### src/rtl/mrjong_rom_loader.sv
// ROM download router and core reset sequencer for the Mr. Jong top level.
// Splits the ioctl byte stream into program, graphics and colour-PROM writes.
module mrjong_rom_loader #(
  parameter int PRG_SIZE   = 32768,
  parameter int GFX_SIZE   = 16384,
  parameter int PROM_SIZE  = 512,
  parameter int ROM_INDEX  = 0,
  parameter int RESET_HOLD = 255
) (
  input  logic        clk_sys,
  input  logic        reset_n,
  input  logic        ext_reset,
  input  logic        ioctl_download,
  input  logic [7:0]  ioctl_index,
  input  logic        ioctl_wr,
  input  logic [24:0] ioctl_addr,
  input  logic [7:0]  ioctl_dout,
  output logic [14:0] rom_addr,
  output logic [7:0]  rom_data,
  output logic        prg_we,
  output logic        gfx_we,
  output logic        prom_we,
  output logic        core_reset,
  output logic        rom_loaded,
  output logic        load_error
);

  localparam int TOTAL  = PRG_SIZE + GFX_SIZE + PROM_SIZE;
  localparam int HOLD_W = (RESET_HOLD > 0) ? $clog2(RESET_HOLD + 1) : 1;

  localparam logic [24:0] TOTAL_C   = 25'(TOTAL);
  localparam logic [24:0] GFX_BASE  = 25'(PRG_SIZE);
  localparam logic [24:0] PROM_BASE = 25'(PRG_SIZE + GFX_SIZE);
  localparam logic [14:0] GFX_OFF   = 15'(PRG_SIZE);
  localparam logic [14:0] PROM_OFF  = 15'(PRG_SIZE + GFX_SIZE);
  localparam logic [24:0] CNT_ONE   = 25'd1;
  localparam logic [7:0]  ROM_IDX   = 8'(ROM_INDEX);

  localparam logic [HOLD_W-1:0] HOLD_INIT = HOLD_W'(RESET_HOLD);
  localparam logic [HOLD_W-1:0] HOLD_ONE  = HOLD_W'(1);

  localparam logic [2:0] S_IDLE = 3'd0;
  localparam logic [2:0] S_LOAD = 3'd1;
  localparam logic [2:0] S_HOLD = 3'd2;
  localparam logic [2:0] S_RUN  = 3'd3;
  localparam logic [2:0] S_ERR  = 3'd4;

  logic [2:0]        state;
  logic              dl_q;
  logic [24:0]       byte_cnt;
  logic [24:0]       cnt_nxt;
  logic [HOLD_W-1:0] hold_cnt;

  logic        dl_rise;
  logic        dl_fall;
  logic        start;
  logic        wr_ok;
  logic        in_prg;
  logic        in_gfx;
  logic [14:0] addr_rel;

  assign dl_rise = ioctl_download & ~dl_q;
  assign dl_fall = ~ioctl_download & dl_q;
  assign start   = dl_rise & (ioctl_index == ROM_IDX);

  // A write on the start cycle itself is treated as part of the new load.
  assign wr_ok  = ioctl_wr & (ioctl_addr < TOTAL_C) & (start | (state == S_LOAD));
  assign in_prg = ioctl_addr < GFX_BASE;
  assign in_gfx = ~in_prg & (ioctl_addr < PROM_BASE);

  always_comb begin
    addr_rel = ioctl_addr[14:0];
    if (in_gfx) begin
      addr_rel = ioctl_addr[14:0] - GFX_OFF;
    end else if (!in_prg) begin
      addr_rel = ioctl_addr[14:0] - PROM_OFF;
    end
  end

  // Count includes the write landing on the current cycle, so a final byte
  // coincident with the download falling edge counts toward completeness.
  always_comb begin
    cnt_nxt = start ? '0 : byte_cnt;
    if (wr_ok && (cnt_nxt != TOTAL_C)) begin
      cnt_nxt = cnt_nxt + CNT_ONE;
    end
  end

  // dl_q resets high so a download already in progress at reset release is
  // not mistaken for a fresh rising edge.
  always_ff @(posedge clk_sys or negedge reset_n) begin
    if (!reset_n) begin
      state      <= S_IDLE;
      dl_q       <= 1'b1;
      byte_cnt   <= '0;
      hold_cnt   <= '0;
      rom_loaded <= 1'b0;
    end else begin
      dl_q     <= ioctl_download;
      byte_cnt <= cnt_nxt;
      if (start) begin
        state <= S_LOAD;
      end else begin
        case (state)
          S_LOAD: begin
            if (dl_fall) begin
              if (cnt_nxt == TOTAL_C) begin
                state    <= S_HOLD;
                hold_cnt <= HOLD_INIT;
              end else begin
                state <= S_ERR;
              end
            end
          end
          S_HOLD: begin
            if (ext_reset) begin
              hold_cnt <= HOLD_INIT;
            end else if (hold_cnt == '0) begin
              state      <= S_RUN;
              rom_loaded <= 1'b1;
            end else begin
              hold_cnt <= hold_cnt - HOLD_ONE;
            end
          end
          S_RUN: begin
            if (ext_reset) begin
              state    <= S_HOLD;
              hold_cnt <= HOLD_INIT;
            end
          end
          default: begin
          end
        endcase
      end
    end
  end

  // Write path: one register stage between ioctl_wr and the region strobe.
  always_ff @(posedge clk_sys or negedge reset_n) begin
    if (!reset_n) begin
      prg_we   <= 1'b0;
      gfx_we   <= 1'b0;
      prom_we  <= 1'b0;
      rom_addr <= '0;
      rom_data <= '0;
    end else begin
      prg_we  <= wr_ok & in_prg;
      gfx_we  <= wr_ok & in_gfx;
      prom_we <= wr_ok & ~in_prg & ~in_gfx;
      if (wr_ok) begin
        rom_addr <= addr_rel;
        rom_data <= ioctl_dout;
      end
    end
  end

  assign core_reset = (state != S_RUN) | ext_reset;
  assign load_error = (state == S_ERR);

endmodule
### config.mk
export PLATFORM = sky130hd
export DESIGN_NAME = mrjong_rom_loader
export DESIGN_NICKNAME = d
export VERILOG_FILES = /design/src/rtl/mrjong_rom_loader.sv
export SDC_FILE = /design/constraint.sdc
export NUM_CORES = 1
export LEC_CHECK = 0
export BUFFER_PORTS_ARGS = -buffer_cell sky130_fd_sc_hd__buf_4
export CORE_MARGIN = 1
export CORE_UTILIZATION = 30
export DETAILED_ROUTE_END_ITERATION = 16
export HOLD_SLACK_MARGIN = 0.02
export PLACE_DENSITY = 0.5
export SYNTH_ARGS = -nofsm -noshare
export SYNTH_HDL_FRONTEND = slang
export SYNTH_SLANG_ARGS = --single-unit
### constraint.sdc
create_clock -name clk_sys -period 6.97 [get_ports clk_sys]
set_input_delay 0.3485 -clock clk_sys [delete_from_list [all_inputs] [get_ports clk_sys]]
set_output_delay 0.3485 -clock clk_sys [all_outputs]
set_load 0.005 [all_outputs]
# Word level (Yosys, flattened, before mapping)
# Cells that the tools add are included.
[totals]
regBits = 64
in_bits = 46
output_inout_bits = 29
wordCells = 74
[classes]
n_addsub = 3
magnitude_cmp = 3
eq_ne = 15
mux = 17
bitwise = 18
reduce_logical = 8
[ops]
columns = ["op", "n"]
rows = [
  ["$lt 25x16->1 const B", 3],
  ["$mux 25", 2],
  ["$mux 8", 5],
  ["$mux 15", 2],
  ["$add 25x1->25 const B", 1],
  ["$eq 25x16->1 const B", 1],
  ["$ne 25x16->1 const B", 1],
  ["$pmux 8 s3", 1],
  ["$mux 3", 6],
  ["$logic_not 8->1", 2],
  ["$ne 3x3->1 const B", 5],
  ["$sub 15x15->15 const B", 1],
  ["$and 1x1->1", 10],
  ["$pmux 3 s3", 1],
  ["$sub 8x1->8 const B", 1],
  ["$eq 3x2->1 const B", 2],
  ["$not 1->1", 6],
  ["$reduce_and 6->1", 1],
  ["$reduce_and 5->1", 1],
  ["$ne 2x2->1 const B", 2],
  ["$reduce_and 4->1", 1],
  ["$reduce_bool 4->1", 1],
  ["$eq 3x1->1 const B", 1],
  ["$eq 3x3->1 const B", 1],
  ["5 further kinds", 6],
]

# Depth between registers and ports, before layout
[logic_depth]
word_depth = 12
ltp_mapped = 16
depth_no_buf = 14

# Least setup slack after synthesis
# Ideal clock, no wire load.
[synth_path]
path_kind = "in2reg"
start = "input ioctl_index[5]"
end = "register hold_cnt[1]"
setup_ns = 0.125
arrival_time_ns = 3.970
path_slack_ns = 2.875
cell_stages = 15
n_path_buf = 2
cell_sequence = "nor4_1 > nand3_1 > clkbuf_1 > nand2_1 > ha_1 > nor4b_1 > nand4_1 > a211oi_1 > buf_4 > o21ai_0 > a211o_1 > nor4b_2 > and4_4 > o21ai_4 > mux2_4"
[synth_via]
elab_chain_len = 9
[synth_rtl]
columns = ["item", "line_no", "text"]
rows = [
  ["from (decl)", "14", "input logic [7:0] ioctl_index,"],
  ["$logic_not 8->1 *", "64", "assign start = dl_rise & (ioctl_index == ROM_IDX);"],
  ["$and 1x1->1 *", "64", ""],
  ["parallel branches: the longest is 6 deep, another holds $add 25x1->25", "-", ""],
  ["$reduce_and 6->1 (no source line) *", "-", ""],
  ["to (signal assigned)", "122", "hold_cnt <= hold_cnt - HOLD_ONE;"],
  ["to (decl)", "52", "logic [HOLD_W-1:0] hold_cnt;"],
]
# Every way passes the cells marked *.
# A chain may end at the register's enable or synchronous reset.

# Final worst setup path
[layout_path]
start = "register dl_q"
end = "register hold_cnt[1]"
[layout_via]
elab_chain_len = 10
[layout_rtl]
columns = ["item", "line_no", "text"]
rows = [
  ["from (decl)", "49", "logic dl_q;"],
  ["from (signal assigned)", "99", "dl_q <= ioctl_download;"],
  ["parallel branches: the longest is 9 deep, another holds $add 25x1->25", "-", ""],
  ["$reduce_and 6->1 (no source line) *", "-", ""],
]
# Marked as above.

==> flow_summary.json <==
{
  "placed_cells": 582,
  "vdd_ir_drop_max_v": 0.000103,
  "grt_max_degree": 65,
  "cts_root_buf": "clkbuf_16",
  "dr.pass1.iters": 5,
  "synth_nets": 429,
  "row_count": 39,
  "yosysWarnings": 0,
  "core-area_um2": 11700,
  "drc": 0,
  "final_hold_viol_count": 0,
  "post-route-period-util": 0.608,
  "status": "finished clean",
  "r2r-end": "hold_cnt[1]$_DFFE_PN0P_",
  "cts_htree_levels": 3,
  "avgViaCountPerCell": 5.20,
  "vias": 3112,
  "final_cells": 598,
  "final_cell_area_um2": 4660,
  "totalWireLength_mm": 9.50,
  "grtUsageTotal": 0.157,
  "synth_top_area_cell": "dfrtp_1",
  "ys_seq_area_frac": 0.439,
  "synth_ff_type": "dfrtp_1",
  "pre_cts_ws_ns": 2.75,
  "postPlaceCellArea_um2": 4330,
  "power.total_mw": 0.959,
  "synthArstFlopShare": 1.00,
  "dieHeight_um": 112,
  "dp_hpwl_mm": 6.85,
  "antenna_found_initial": 0,
  "endpoint_kind": "flop",
  "max_clock_freq_mhz": 236,
  "die_area_um2": 12600,
  "rsz0062_at_grt": "false",
  "startpoint_type": "flop",
  "clk_latency_ns": 0.34,
  "synth_seq_cells": 64,
  "cts_buffers": 9,
  "avgSynthCellArea_um2": 9.62,
  "yosysUniqueCellTypes": 65,
  "timing.critical_path.cells": "nor4b_4 -> nand3_1 -> buf_4 -> nand2_1 -> inv_1 -> ha_1 -> and2_1 -> nand4_1 -> or4_4 -> or4_1 -> a211o_1 -> nor4b_2 -> and4_4 -> o21ai_4 -> mux2_4",
  "grtUsageMet3": 0.0378,
  "cts_hold_buf": 0,
  "final.setup_skew_ns": 0.00630,
  "met2_usage": 0.241,
  "ff2ff_setup_slack_ns": 2.73,
  "fillCellCount": 1153,
  "busiest_layer": "met2",
  "synth_area_um2": 3650,
  "slowest_stage": "dfstp_2",
  "cp.required_ns": 7.18,
  "reg2reg_from": "dl_q$_DFF_PN1_",
  "port_buffers": 74,
  "drv_slew": 0,
  "synth-edff-count": 0,
  "path_clk_slew_ns": 0.06,
  "grt_use_met1": 0.214,
  "yosysMostFrequentCell": "dfrtp_1",
  "syn_inst": 380,
  "cts_tree": "built",
  "synth_area_leaders": "dfrtp_1 (43%), mux2_2 (7.1%), nand2_1 (3.8%)",
  "arrival_ns": 4.45,
  "drt_iter0_drc": 304,
  "synth_top_area_frac": 0.431,
  "antennaDiodeCount": 0,
  "min_path_type": "input port to async pin",
  "powerDensity_nw_per_um2": 206,
  "grt_first_pass_wirelength_mm": 15.5,
  "clockBufferDepth": 2,
  "setup_ws_ns": 2.73,
  "max_stage_delay_ns": 0.55,
  "clock-sinks": 64,
  "r2r_cells": 15,
  "overflow": 0,
  "crit_path_max_fanout": 19,
  "wire_per_inst_um": 15.9,
  "synth_common_cells": "dfrtp_1 (63), nand2_1 (37), nor2_1 (33)",
  "grt_pass1_vias": 3091,
  "period_needed_ns": 4.24,
  "drive_gt1_frac": 0.292,
  "nNetsFinal": 499,
  "start_util": 0.313,
  "timing.max_cap.violations": 0,
  "cts_resized": 0,
  "setup_viol": 0,
  "postRouteAntennaNets": 0,
  "postCtsSetupRepairBufs": 0,
  "syn2layout_area_growth_pct": 27.4,
  "tightest_slew_ns": 0.832,
  "top_level_ports": 75,
  "path_class": "flop to flop",
  "relSlewSlack": 0.445,
  "setup_tns_ns": 0,
  "die_w_um": 112,
  "gp_congestion": 0.842,
  "leakage_nw": 2.09
}
logic make-up after synthesis:
| kind of cell | synth area share |
|---|---|
| muxes | 0.0914 |
| xor gates and xnor gates | 0.0575 |
| and+or+nand+nor | 0.263 |
| DFF | 0.439 |
| AOI/OAI and AO/OA | 0.0955 |
| buffers and inverters | 0.0442 |
| adders and majority gates | 0.0103 |
stage by stage:
stage / utilization / hold WS [ns]
after floorplan: - / 0.0529
after global placement: 0.371 / 0.470
after detailed placement: 0.371 / 0.470
after CTS: 0.399 / 0.128
after global routing: 0.399 / 0.128
final: 0.399 / 0.0986
critical path: cells and delay by family, from the launching register on:
family	cells	cell delay [ns]
mux	1	0.34
buf+inv	2	0.32
compound gates	2	0.41
fa+ha+maj	1	0.41
simple gates	9	2.09
flops	1	0.55
routing by layer:
layer / share of wire / vias to the layer above
met5: 0 / -
met4: 0.016 / 0
met3: 0.054 / 12
met2: 0.45 / 98
met1: 0.47 / 1499
li1: - / 1503
cell usage in the layout (no fill, tap or decap), types with 4 or more instances in the layout:
cell type	netlist	routed
and3_1	5	5
nor4_1	11	11
xor2_1	14	14
clkinv_4	0	4
nor2_1	33	33
clkbuf_16	0	9
xnor2_1	10	10
o21ai_0	9	9
mux2_2	23	23
nand2_1	37	37
nand4_1	13	13
o31ai_1	4	4
inv_1	15	15
and2_1	5	5
a21oi_1	8	8
or3_1	4	4
dfrtp_1	63	63
nor3_1	16	15
nand3_1	22	22
mux2i_1	6	6
buf_4	4	79
report_power, final:
group | switching, mW | leakage, nW | total, mW | internal (mW)
clock network | 0.178 | 0.160 | 0.495 | 0.317
logic | 0.0352 | 1.06 | 0.0716 | 0.0364
registers | 0.0109 | 0.866 | 0.393 | 0.382
total | 0.224 | 2.09 | 0.959 | 0.735
flip-flops by register name, summed over array words and instances (netlist names):
| signal | cells |
|---|---|
| byte_cnt | 25 |
| dl_q | 1 |
| gfx_we | 1 |
| hold_cnt | 8 |
| prg_we | 1 |
| prom_we | 1 |
| rom_addr | 15 |
| rom_data | 8 |
| rom_loaded | 1 |
| state | 3 |
worst max path at each step:
stage                        start                 endpoint  slack [ns]  cells after the start
floorplan           ioctl_index[5]  hold_cnt[1]$_DFFE_PN0P_        2.88                     15
global placement    ioctl_download  hold_cnt[1]$_DFFE_PN0P_        2.82                     16
detailed placement  ioctl_download  hold_cnt[1]$_DFFE_PN0P_        2.75                     16
CTS                 dl_q$_DFF_PN1_  hold_cnt[1]$_DFFE_PN0P_        2.75                     15
global route        dl_q$_DFF_PN1_  hold_cnt[1]$_DFFE_PN0P_        2.52                     15
finish              dl_q$_DFF_PN1_  hold_cnt[1]$_DFFE_PN0P_        2.73                     15
layout make-up:
class	count	area [µm²]	share of cell area
inverter	15	56.3	0.0121
tap	143	179	0.0384
multi-input combinational	281	1900	0.407
clock buffer	9	225	0.0484
timing repair buffer	79	593	0.127
clock inverter	7	104	0.0223
sequential	64	1600	0.344
Power figures use the tool's default switching activity.
